File: config.mk
export PLATFORM = sky130hd
export DESIGN_NAME = game_sequencer
export DESIGN_NICKNAME = d
export VERILOG_FILES = /design/src/rtl/game_pkg.sv /design/src/rtl/game_sequencer_step_divider.sv /design/src/rtl/game_sequencer.sv
export SDC_FILE = /design/constraint.sdc
export NUM_CORES = 1
export LEC_CHECK = 0
export BUFFER_PORTS_ARGS = -buffer_cell sky130_fd_sc_hd__buf_2
export CAP_MARGIN = 20
export CELL_PAD_IN_SITES_DETAIL_PLACEMENT = 1
export CELL_PAD_IN_SITES_GLOBAL_PLACEMENT = 1
export CORE_MARGIN = 5
export CORE_UTILIZATION = 45
export CTS_CLUSTER_SIZE = 20
export DETAILED_ROUTE_END_ITERATION = 12
export PLACE_DENSITY_LB_ADDON = 0.1
export SLEW_MARGIN = 20
export SYNTH_ARGS = -nofsm -noshare
export SYNTH_HDL_FRONTEND = slang
export SYNTH_SLANG_ARGS = --single-unit
File: constraint.sdc
create_clock -name clk -period 3.5 [get_ports clk]
set_input_delay 0.35 -clock clk [delete_from_list [all_inputs] [get_ports clk]]
set_output_delay 0.35 -clock clk [all_outputs]
set_load 0.005 [all_outputs]
File: src/rtl/game_pkg.sv
// Shared types and default constants for the snake game step scheduler.
package game_pkg;

    typedef enum logic [3:0] {
        IDLE,
        INIT,
        WAIT_TICK,
        STEP,
        WAIT_SNAKE,
        WAIT_FIELD,
        CHECK,
        WAIT_CHECK,
        PAUSED,
        DEAD
    } state_t;

    localparam int BASE_DIV_DEF = 8;
    localparam int LEVELS_DEF   = 8;
    localparam int TIMEOUT_DEF  = 4095;

    function automatic logic is_active(input state_t s);
        return s inside {WAIT_TICK, STEP, WAIT_SNAKE, WAIT_FIELD, CHECK, WAIT_CHECK};
    endfunction

    function automatic logic is_waiting(input state_t s);
        return s inside {WAIT_SNAKE, WAIT_FIELD, WAIT_CHECK};
    endfunction

endpackage

File: src/rtl/game_sequencer_step_divider.sv
// Tick divider: counts ticks up to a level-dependent terminal count, then wraps.
module step_divider
    import game_pkg::*;
#(
    parameter int BASE_DIV = BASE_DIV_DEF,
    parameter int LVL_W    = 3
) (
    input  logic             clk,
    input  logic             rst,
    input  logic             tick,
    input  logic             hold,
    input  logic             clear,
    input  logic [LVL_W-1:0] level,
    output logic             wrap
);

    localparam int CNT_W = (BASE_DIV > 1) ? $clog2(BASE_DIV) : 1;

    logic [CNT_W-1:0] tick_cnt;
    logic [CNT_W-1:0] term;
    logic             count_en;

    // Terminal count is max(1, BASE_DIV-level)-1
    always_comb begin
        term = '0;
        if (BASE_DIV > int'(level) + 1)
            term = CNT_W'(BASE_DIV - int'(level) - 1);
    end

    assign count_en = tick && !hold;
    assign wrap     = count_en && (tick_cnt == term);

    always_ff @(posedge clk or negedge rst) begin
        if (!rst)
            tick_cnt <= '0;
        else if (clear || wrap)
            tick_cnt <= '0;
        else if (count_en)
            tick_cnt <= tick_cnt + 1'b1;
    end

endmodule

File: src/rtl/game_sequencer.sv
// Snake game step scheduler: turns ticks into a handshaked step/rebuild/check
// sequence and owns game state, score, speed level and the handshake watchdog.
module game_sequencer
    import game_pkg::*;
#(
    parameter int BASE_DIV         = BASE_DIV_DEF,
    parameter int LEVELS           = LEVELS_DEF,
    parameter int APPLES_PER_LEVEL = 5,
    parameter int TIMEOUT          = TIMEOUT_DEF,
    parameter int SCORE_W          = 16
) (
    input  logic                      clk,
    input  logic                      rst,
    input  logic                      tick,
    input  logic                      start,
    input  logic                      pause,
    input  logic                      snake_done,
    input  logic                      field_done,
    input  logic                      check_done,
    input  logic                      hit_dead,
    input  logic                      hit_apple,
    output logic                      game_init,
    output logic                      snake_step,
    output logic                      check_req,
    output logic                      grow,
    output logic                      running,
    output logic                      dead,
    output logic [SCORE_W-1:0]        score,
    output logic [$clog2(LEVELS)-1:0] level,
    output logic                      err_timeout
);

    localparam int LVL_W = $clog2(LEVELS);
    localparam int APL_W = (APPLES_PER_LEVEL > 1) ? $clog2(APPLES_PER_LEVEL) : 1;
    localparam int WD_W  = $clog2(TIMEOUT + 1);

    localparam logic [LVL_W-1:0] LVL_MAX  = LVL_W'(LEVELS - 1);
    localparam logic [APL_W-1:0] APL_LAST = APL_W'(APPLES_PER_LEVEL - 1);
    localparam logic [WD_W-1:0]  WD_LAST  = WD_W'(TIMEOUT - 1);

    state_t           state;
    state_t           state_nxt;
    logic [APL_W-1:0] apple_cnt;
    logic [WD_W-1:0]  wdog;
    logic             step_wrap;
    logic             done_here;
    logic             timeout_fire;
    logic             apple_hit;

    step_divider #(
        .BASE_DIV (BASE_DIV),
        .LVL_W    (LVL_W)
    ) u_div (
        .clk   (clk),
        .rst   (rst),
        .tick  (tick),
        .hold  ((state != WAIT_TICK) || pause),
        .clear (state_nxt == INIT),
        .level (level),
        .wrap  (step_wrap)
    );

    // A done pulse in the very cycle the watchdog expires still counts as on time
    assign done_here = ((state == WAIT_SNAKE) && snake_done) ||
                       ((state == WAIT_FIELD) && field_done) ||
                       ((state == WAIT_CHECK) && check_done);
    assign timeout_fire = is_waiting(state) && (wdog == WD_LAST) && !done_here;
    assign apple_hit    = (state == WAIT_CHECK) && check_done && !hit_dead && hit_apple;

    always_comb begin
        state_nxt = state;
        unique case (state)
            IDLE:       if (start) state_nxt = INIT;
            INIT:       state_nxt = WAIT_TICK;
            WAIT_TICK: begin
                if (pause)          state_nxt = PAUSED;
                else if (step_wrap) state_nxt = STEP;
            end
            STEP:       state_nxt = WAIT_SNAKE;
            WAIT_SNAKE: begin
                if (snake_done)        state_nxt = WAIT_FIELD;
                else if (timeout_fire) state_nxt = DEAD;
            end
            WAIT_FIELD: begin
                if (field_done)        state_nxt = CHECK;
                else if (timeout_fire) state_nxt = DEAD;
            end
            CHECK:      state_nxt = WAIT_CHECK;
            WAIT_CHECK: begin
                if (check_done)        state_nxt = hit_dead ? DEAD : WAIT_TICK;
                else if (timeout_fire) state_nxt = DEAD;
            end
            PAUSED:     if (pause) state_nxt = WAIT_TICK;
            DEAD:       if (start) state_nxt = INIT;
            default:    state_nxt = IDLE;
        endcase
    end

    // Outputs decode the next state so every output is a plain register
    always_ff @(posedge clk or negedge rst) begin
        if (!rst) begin
            state       <= IDLE;
            game_init   <= 1'b0;
            snake_step  <= 1'b0;
            check_req   <= 1'b0;
            grow        <= 1'b0;
            running     <= 1'b0;
            dead        <= 1'b0;
            score       <= '0;
            level       <= '0;
            err_timeout <= 1'b0;
            apple_cnt   <= '0;
            wdog        <= '0;
        end else begin
            state      <= state_nxt;
            game_init  <= (state_nxt == INIT);
            snake_step <= (state_nxt == STEP);
            check_req  <= (state_nxt == CHECK);
            running    <= is_active(state_nxt);
            dead       <= (state_nxt == DEAD);

            if (state_nxt != state)
                wdog <= '0;
            else if (is_waiting(state))
                wdog <= wdog + 1'b1;

            if (state_nxt == INIT) begin
                score       <= '0;
                level       <= '0;
                apple_cnt   <= '0;
                grow        <= 1'b0;
                err_timeout <= 1'b0;
            end else begin
                if (timeout_fire)
                    err_timeout <= 1'b1;
                if (state_nxt == STEP)
                    grow <= 1'b0;
                if (apple_hit) begin
                    grow <= 1'b1;
                    if (score != '1)
                        score <= score + 1'b1;
                    if (apple_cnt == APL_LAST) begin
                        apple_cnt <= '0;
                        if (level != LVL_MAX)
                            level <= level + 1'b1;
                    end else begin
                        apple_cnt <= apple_cnt + 1'b1;
                    end
                end
            end
        end
    end

endmodule

==> results of run 1 <==
[worst register-to-register path: stages, from the launching register on]
cell and delay [ns]:
dfrtp_1 0.61, or3b_2 0.53, or2_1 0.27, nand3_1 0.17, o2111a_1 0.21, o221ai_1 0.42, a2111oi_0 0.44
[how the worst max path moves through the flow]
stage / startpoint / to / slack (ns) / cells past startpoint
floorplan: state[0] / score[0] / 1.28 / 8
global placement: state[2] / wdog[1] / 0.82 / 6
detailed placement: state[2] / wdog[1] / 0.74 / 6
CTS: state[2] / wdog[1] / 0.70 / 6
global route: state[2] / wdog[1] / 0.43 / 6
finish: state[2] / wdog[1] / 0.69 / 6
[through the flow]
stage          power (mW)  cell area, µm²  hold WS, ns
5_1_grt              1.88            3000        0.102
3_3_place_gp         1.41            2910        0.527
2_1_floorplan        1.23            2670       0.0544
4_1_cts              1.77            3000        0.283
3_5_place_dp         1.42            2910        0.524
6_report             1.75            3000       0.0586
[sequential cells by signal, summed over array words and instances, names as in the netlist, 3 cells and up]
register	flops
apple_cnt	3
u_div.tick_cnt	3
score	16
state	4
wdog	12
level	3
[routing by layer]
layer | up-vias | global-route usage (%)
met5 | - | 0
met4 | 0 | 4.96
met2 | 25 | 30.2
met1 | 1052 | 20.4
li1 | 1047 | -
met3 | 6 | 3.78
[logic make-up after synthesis]
logic type,synth area share (%)
fa+ha+maj,3.75
flops,44.9
mux,1.50
buf+inv,4.31
compound gates,8.47
xor+xnor,10.2
simple gates,26.9
[power by group through the flow]
| stage | clock, mW | sequential (mW) | combinational [mW] |
|---|---|---|---|
| global placement | 0 | 0.741 | 0.669 |
| CTS | 0.361 | 0.734 | 0.673 |
| detailed placement | 0 | 0.745 | 0.671 |
| global route | 0.380 | 0.753 | 0.742 |
| floorplan | 0 | 0.679 | 0.555 |
| finish | 0.350 | 0.736 | 0.665 |
[layout make-up]
class | count | share of cell area, %
well taps | 75 | 3.13
repair buffers | 39 | 6.92
inverters | 13 | 1.63
clock buffers | 7 | 2.88
multi-input cells | 211 | 45.2
flip-flops and latches | 48 | 40.0
clock inverters | 1 | 0.250
[cell usage after synthesis, drive strengths merged, types with 3 or more instances]
master  number  area share (%)
buf          8             1.9
nor3        18             3.8
nor2        36             5.1
o22ai        4            0.94
o31ai        4             1.1
ha           8             3.7
and2         3            0.70
xor2        15             4.9
nand3       15             2.8
and3        10             2.3
nor2b        3            0.70
a31oi        3            0.70
nand2       23             3.2
clkbuf       4            0.56
mux2i        4             1.5
inv         13             1.8
and4         4             1.3
xnor2       16             5.2
dfrtp       48              45
a21oi        6             1.1
nand2b       8             1.9
==> flow_metrics.py, run 1 <==
metrics = {
    "status": {
        "status": "finished, final reports clean",
    },
    "detailed_routing": {
        "drt_wl_total_um": 6190,
        "drtIter0Drc": 32,
        "dr.pass1.iters": 4,
        "ant_nets": 0,
        "vias": 2130,
        "wl_per_cell_um": 15.7,
        "drt-vias-per-instance": 5.41,
        "met2_length_um": 3160,
        "post-route-drc-count": 0,
        "wl_met1_um": 2750,
        "maxUsedRoutingLayer": "met4",
        "met3_length_um": 205,
    },
    "layout": {
        "register_area_um2": 1200,
        "mostFrequentLayoutCells": "48 x dfrtp_1, 36 x nor2_1, 34 x buf_2",
        "drive_gt1_share_pct": 15.4,
        "finalNetCount": 336,
        "diodes": 0,
        "final_common_cell": "dfrtp_1",
        "layout.cells.non_filler": 394,
        "multi_input_area_um2": 1360,
        "final_util_pct": 51.3,
        "n_fill_cell": 689,
        "area_delta_synth_final_pct": 12.3,
    },
    "grt": {
        "overflow": 0,
        "first_global_vias": 2224,
        "grt_pass1_wl_um": 10200,
        "grt_start_max_net_pins": 49,
        "antenna_found_initial": 0,
        "grt_util_all_layers_pct": 17.0,
    },
    "worst_setup_path": {
        "start_kind": "register",
        "crit_arrival_ns": 2.97,
        "cp_max_fo": 15,
        "reg2regPathDepth": 6,
        "crit_type": "register to register",
        "cp.required_ns": 3.67,
        "reg2reg_slack_ns": 0.69,
        "end_kind": "register",
        "slowest_stage": "dfrtp_1",
        "reg2reg_to": "wdog[1]",
        "crit_path_max_incr_delay_ns": 0.61,
        "cp_cell_sequence": "or3b_2 > or2_1 > nand3_1 > o2111a_1 > o221ai_1 > a2111oi_0",
        "rr_startpoint": "state[2]",
        "crit_family": "compound AO/OA/AOI/OAI gates",
        "critPathBufInv": 0,
    },
    "timing": {
        "hold_viol": 0,
        "setup-violations-final": 0,
        "drv_slew": 0,
        "finalCritPeriodShare_pct": 80.2,
        "tightest_slew_ns": 0.983,
        "fin_tns_setup_ns": 0,
        "finClkSkew_ns": 0.0110,
        "fmax_ghz": 0.356,
        "fin_ws_ns": 0.695,
        "finalCriticalPeriod_ns": 2.81,
        "relSlewSlack_pct": 34.5,
        "rsz0062_at_grt": "false",
    },
    "pwr": {
        "leakagePower_nw": 1.42,
        "powerDensity_nw_per_um2": 583,
        "power.internal_mw": 1.03,
        "ir_drop_uv": 424,
        "clkPwrFrac_pct": 20.0,
        "p_sw_uw": 719,
        "power_frac_seq_pct": 42.1,
        "p_comb_share_pct": 38.0,
        "switching_share_pct": 41.0,
    },
    "flow_run": {
        "cap_violations": 0,
    },
    "placement": {
        "gp_congestion": 0.808,
        "place_hpwl_um": 4580,
        "portBuffers": 35,
        "dp_cells": 386,
        "dp_slack_ns": 0.742,
    },
    "clock_network": {
        "cts_max_path_buffers": 2,
        "clk_pin_slew_ns": 0.09,
        "cts.htree.levels": 2,
        "clock_latency_ns": 0.30,
        "clock_sinks": 48,
        "cts_tree": "built",
        "cts_resized": 0,
        "cts_buffers": 5,
        "cts_hold_buf": 0,
        "cts_root_buf": "clkbuf_8",
        "cts_setup_buffers": 0,
    },
    "floorplanning": {
        "ioPinCount": 36,
        "die_h_um": 87.1,
        "die_area_um2": 7580,
        "die_width_um": 87.1,
        "row_count": 28,
        "core_um2": 5850,
        "initial_utilization_pct": 45.7,
    },
    "yosys": {
        "syn_area_um2": 2670,
        "syn_area_per_cell_um2": 9.41,
        "ys_ff_latch": 48,
        "synth_edf_count": 0,
        "yosys_most_used_dff": "dfrtp_1",
        "netlist_instances": 284,
        "ys_warn_count": 0,
        "netlist-cell-type-count": 49,
        "synth_nets": 302,
        "yosysSeqAreaShare_pct": 44.9,
        "synthArstFlopShare_pct": 100,
    },
    "worst_hold_path": {
        "hp-class": "input pin to asynchronous set/reset pin",
    },
}
No activity file was read; power rests on OpenSTA's default activity.
==> run 2: changes to the inputs <==
ABC_AREA = 1   (was default)
CORE_UTILIZATION = 39   (was 45)
clock period = 2.5 ns   (was 3.5 ns; I/O delays follow)
==> flow_metrics.py, run 2 <==
metrics = {
    "yosys": {
        "syn_area_um2": 2720,
        "ys_ff_latch": 48,
        "yosysSeqAreaShare_pct": 44.2,
        "synthArstFlopShare_pct": 100,
        "synthTopCellsByCount": "71 x nand2_1, 52 x nor2_1, 48 x dfrtp_1, 32 x nand3_1, 29 x inv_1",
        "ys_warn_count": 0,
        "netlist_instances": 331,
        "syn_area_per_cell_um2": 8.22,
        "synth_top_area_share_pct": 44.2,
        "synthTopCellsByArea": "dfrtp_1 44%, nand2_1 9.8%, nor2_1 7.2%",
        "yosysMostFrequentCell": "nand2_1",
        "yosys_most_used_dff": "dfrtp_1",
        "synth_edf_count": 0,
        "netlist-cell-type-count": 31,
        "synth_nets": 349,
        "yosys.area.top_type": "dfrtp_1",
    },
    "worst_setup_path": {
        "end_kind": "register",
        "cp_cell_sequence": "inv_1 > ha_1 > nand2_1 > nor2_1 > nand2_1 > nor2_1 > nand3_2 > nand2_1 > nand2_1 > inv_1 > nand3_2 > inv_2 > a21oi_1",
        "crit_path_max_incr_delay_ns": 0.41,
        "crit_type": "register to register",
        "rr_startpoint": "wdog[0]",
        "reg2reg_slack_ns": 0.23,
        "worst_path_most_repeated_cell": "nand2_1",
        "critical_path_depth": 13,
        "cp.required_ns": 2.67,
        "crit_family": "simple AND/OR/NAND/NOR gates",
        "reg2reg_to": "score[8]",
        "cp-endpoint": "score[8]",
        "start_kind": "register",
        "startpoint": "wdog[0]",
        "critPathBufInv": 3,
        "reg2regPathDepth": 13,
        "slowest_stage": "dfrtp_1",
        "cp_max_fo": 21,
        "crit_arrival_ns": 2.44,
    },
    "floorplanning": {
        "initial_utilization_pct": 40.0,
        "die_width_um": 93.5,
        "core_um2": 6790,
        "row_count": 30,
        "die_area_um2": 8750,
        "die_h_um": 93.5,
        "ioPinCount": 36,
    },
    "layout": {
        "final_common_cell": "nand2_1",
        "drive_gt1_share_pct": 19.4,
        "regMostFlops": "score",
        "diodes": 0,
        "area_delta_synth_final_pct": 13.3,
        "largest_register_ff_count": 16,
        "finalNetCount": 389,
        "largestRegisters": "score: 16 flops, wdog: 12 flops, state: 4 flops",
        "mostFrequentLayoutCells": "71 x nand2_1, 52 x nor2_1, 48 x dfrtp_1",
        "final_area_um2": 3080,
    },
    "timing": {
        "finalCriticalPeriod_ns": 2.27,
        "hold_ws_ns": 0.0488,
        "rsz0062_at_grt": "false",
        "finClkSkew_ns": 0.00780,
        "finalCritPeriodShare_pct": 90.8,
        "fin_tns_setup_ns": 0,
        "relSlewSlack_pct": 59.2,
        "hold_viol": 0,
        "setup-violations-final": 0,
        "drv_slew": 0,
        "fmax_ghz": 0.441,
        "tightest_slew_ns": 0.612,
    },
    "clock_network": {
        "cts.htree.levels": 2,
        "cts_resized": 0,
        "clk_pin_slew_ns": 0.08,
        "clock_latency_ns": 0.30,
        "cts_setup_buffers": 0,
        "cts_tree": "built",
        "cts_hold_buf": 0,
        "clock_sinks": 48,
        "cts_buffers": 5,
        "cts_max_path_buffers": 2,
        "cts_root_buf": "clkbuf_8",
    },
    "detailed_routing": {
        "drtIter0Drc": 68,
        "wl_per_cell_um": 13.1,
        "vias": 2224,
        "dr.pass1.iters": 4,
        "drt_wl_total_um": 6140,
        "ant_nets": 0,
        "post-route-drc-count": 0,
        "drt-vias-per-instance": 4.75,
    },
    "flow_run": {
        "cap_violations": 0,
    },
    "pwr": {
        "leakagePower_nw": 1.55,
        "powerDensity_nw_per_um2": 746,
        "ir_drop_uv": 292,
    },
    "grt": {
        "grt_start_max_net_pins": 49,
        "overflow": 0,
        "antenna_found_initial": 0,
        "first_global_vias": 2331,
        "grt_util_all_layers_pct": 15.3,
        "grt_pass1_wl_um": 10800,
    },
    "placement": {
        "place_area_um2": 2990,
        "portBuffers": 35,
        "place_hpwl_um": 4750,
        "gp_congestion": 0.821,
    },
    "status": {
        "status": "finished, final reports clean",
    },
    "worst_hold_path": {
        "hp-class": "input pin to asynchronous set/reset pin",
    },
}
run 2: cell count changes after synthesis, sizes merged, moves of 8 or more:
cell / previous run / this run
nor2: 36 / 61
inv: 13 / 32
nand2b: 8 / 0
nand2: 23 / 79
nand3: 15 / 37
xnor2: 16 / 5
and3: 10 / 1
nor3: 18 / 7
run 2: cell families after synthesis:
| group | synth area share, % |
|---|---|
| adders and majority gates | 3.68 |
| DFF | 44.2 |
| buffers and inverters | 6.21 |
| AOI/OAI and AO/OA | 3.82 |
| xor gates and xnor gates | 8.37 |
| and+or+nand+nor | 33.8 |
run 2: area by class of cell:
cell class,instances,area (µm²)
clock buffer,8,90.1
fill,850,3710
inverter,32,123
multi-input combinational,246,1350
sequential,48,1200
tap,96,120
timing repair buffer,38,198
run 2: worst min path at each step:
stage | from | endpoint | depth (start not counted)
floorplan | rst | apple_cnt[0] | 0
global placement | rst | wdog[5] | 2
detailed placement | rst | score[3] | 2
CTS | rst | wdog[4] | 2
global route | rst | wdog[4] | 2
finish | rst | wdog[5] | 2
run 2: routing by layer:
| metal | vias to the layer above | global-route usage [%] | part of all wire [%] |
|---|---|---|---|
| li1 | 1128 | - | - |
| met1 | 1058 | 20.4 | 49 |
| met2 | 30 | 24.8 | 45 |
| met3 | 8 | 3.62 | 3.9 |
| met4 | 0 | 4.64 | 1.2 |
| met5 | - | 0 | 0 |
run 2: where the power goes:
part           internal, mW  total (mW)  switching [mW]
Combinational         0.250       0.876           0.626
Sequential            0.857       0.948          0.0904
Clock                 0.226       0.474           0.248
Total                  1.33        2.30           0.965
run 2: stage by stage:
step / setup WS, ns / util (%) / power [mW] / std cells
after floorplan: 0.571 / - / 1.65 / 331
after global placement: 0.302 / 44.0 / 1.84 / 460
after detailed placement: 0.236 / 44.0 / 1.86 / 460
after CTS: 0.221 / 45.4 / 2.35 / 468
after global routing: 0.0241 / 45.4 / 2.50 / 468
final: 0.231 / 45.4 / 2.30 / 468
run 2: worst register-to-register path, stage by stage (launching register included):
cell and delay [ns]:
dfrtp_1 0.41, inv_1 0.10, ha_1 0.16, nand2_1 0.05, nor2_1 0.11, nand2_1 0.09, nor2_1 0.19, nand3_2 0.18
nand2_1 0.11, nand2_1 0.08, inv_1 0.12, nand3_2 0.13, inv_2 0.34, a21oi_1 0.10
==> run 3: changes to the inputs <==
==> constraint.sdc (replaced) <==
create_clock -name clk -period 2.5 [get_ports clk]
set_input_delay 0 -clock clk [delete_from_list [all_inputs] [get_ports clk]]
set_output_delay 0 -clock clk [all_outputs]
set_load 0.005 [all_outputs]
==> flow_metrics.py, run 3 (synthesis results as in run 2) <==
metrics = {
    "layout": {
        "largest_register_ff_count": 16,
        "layout.cells.non_filler": 471,
        "largestRegisters": "score: 16 flops, wdog: 12 flops, state: 4 flops",
        "mostFrequentLayoutCells": "71 x nand2_1, 52 x nor2_1, 48 x dfrtp_1",
        "final_area_um2": 3110,
        "final_util_pct": 45.8,
        "multi_input_area_um2": 1350,
        "diodes": 0,
        "regMostFlops": "score",
        "finalNetCount": 392,
        "drive_gt1_share_pct": 20.0,
        "n_fill_cell": 852,
        "area_delta_synth_final_pct": 14.4,
        "final_common_cell": "nand2_1",
        "register_area_um2": 1200,
    },
    "timing": {
        "rsz0062_at_grt": "false",
        "setup-violations-final": 0,
        "hold_viol": 0,
        "finalCritPeriodShare_pct": 88.7,
        "finalCriticalPeriod_ns": 2.22,
        "fmax_ghz": 0.451,
        "fin_tns_setup_ns": 0,
        "drv_slew": 0,
        "finClkSkew_ns": 0.00764,
        "tightest_slew_ns": 0.839,
        "relSlewSlack_pct": 44.0,
    },
    "grt": {
        "grt_start_max_net_pins": 37,
        "first_global_vias": 2346,
        "grt_pass1_wl_um": 11200,
        "antenna_found_initial": 0,
        "grt_util_all_layers_pct": 15.8,
        "overflow": 0,
    },
    "placement": {
        "portBuffers": 35,
        "dp_cells": 461,
        "gp_congestion": 0.800,
        "place_hpwl_um": 4980,
        "place_area_um2": 3000,
    },
    "detailed_routing": {
        "post-route-drc-count": 0,
        "drtIter0Drc": 39,
        "vias": 2236,
        "wl_per_cell_um": 13.5,
        "ant_nets": 0,
        "dr.pass1.iters": 4,
        "drt-vias-per-instance": 4.75,
        "drt_wl_total_um": 6360,
    },
    "worst_setup_path": {
        "cp_max_fo": 21,
        "end_kind": "register",
        "crit_type": "register to register",
        "crit_arrival_ns": 2.43,
        "reg2regPathDepth": 12,
        "cp.required_ns": 2.72,
        "start_kind": "register",
    },
    "pwr": {
        "power_mw": 2.32,
        "clkPwrFrac_pct": 20.8,
        "switching_share_pct": 42.4,
        "ir_drop_uv": 364,
        "leakagePower_nw": 1.56,
        "p_sw_uw": 983,
        "p_comb_share_pct": 38.2,
        "powerDensity_nw_per_um2": 744,
        "power.internal_mw": 1.33,
        "power_frac_seq_pct": 41.0,
    },
    "clock_network": {
        "clk_pin_slew_ns": 0.09,
        "cts_buffers": 5,
        "cts_max_path_buffers": 2,
        "cts_setup_buffers": 0,
        "cts_root_buf": "clkbuf_8",
        "cts_tree": "built",
        "clock_sinks": 48,
        "cts.htree.levels": 2,
        "clock_latency_ns": 0.30,
    },
    "status": {
        "status": "finished, final reports clean",
    },
    "floorplanning": {
        "ioPinCount": 36,
        "die_width_um": 93.5,
        "die_area_um2": 8750,
        "die_h_um": 93.5,
        "initial_utilization_pct": 40.0,
        "row_count": 30,
        "core_um2": 6790,
    },
    "flow_run": {
        "cap_violations": 0,
    },
    "worst_hold_path": {
        "whs_path_depth": 3,
        "hp-class": "input pin to register",
    },
}
==> run 3: changes by cell type in the layout (fill, tap and decap cells not counted), sizes merged <==
cell	change
clkbuf	-2
inv	-1
dlygate4sd3	+2
buf	+1
clkinv	+3
==> run 3: critical path: stages, from the launching register on <==
cell	delay, ns
dfrtp_1	0.41
inv_1	0.10
ha_1	0.16
nand2_1	0.05
nor2_1	0.11
nand2_1	0.09
nor2_1	0.18
nand3_2	0.18
nand2_1	0.17
nor2_2	0.07
nand3_2	0.09
clkinv_2	0.29
a21oi_1	0.23
==> run 3: what timing repair did <==
item                                    CTS  global route
endpoints found under the hold margin    35             0
gates resized for setup                   0             1
hold buffers                              2             0
endpoints found under the setup margin    0             1
==> run 3: worst paths after layout <==
path / end / start / slack, ns
worst max-delay path: level[2] / wdog[0] / 0.28
worst min-delay path: snake_step / tick / 0.009
worst max register to register: level[2] / wdog[0] / 0.28
worst min register to register: grow / grow / 0.50
max in group asynchronous: score[2] / rst / 1.52
min in group asynchronous: wdog[4] / rst / 0.35
==> run 3: power groups by stage <==
stage                     Sequential, mW  Combinational (mW)  Clock, mW
after floorplan                    0.935               0.717          0
after global placement             0.962               0.885          0
after detailed placement           0.963               0.903          0
after CTS                          0.949               0.905      0.503
after global routing               0.963                1.01      0.538
final                              0.949               0.884      0.481
==> run 3: layer usage <==
metal | wire [µm] | global-route usage (%) | share of wire (%)
met1 | 3110 | 21.6 | 49
met2 | 2960 | 25.8 | 47
met3 | 225 | 2.98 | 3.5
met4 | 61 | 3.91 | 0.96
met5 | 0 | 0 | 0
==> run 3: per-stage QoR <==
stage | hold WS (ns) | setup slack, ns
after global routing | 0.00258 | 0.0681
after global placement | 0.163 | 0.303
after CTS | 0.00321 | 0.217
after floorplan | -0.296 | 0.571
after detailed placement | 0.166 | 0.225
final | 0.00911 | 0.282
==> run 3: final cells by class <==
type                       count  share of cell area (%)
clock buffer                   6                    2.65
clock inverter                 2                   0.322
inverter                      32                    3.98
multi-input combinational    246                    43.4
sequential                    48                    38.6
tap                           96                    3.86
timing repair buffer          41                    7.23
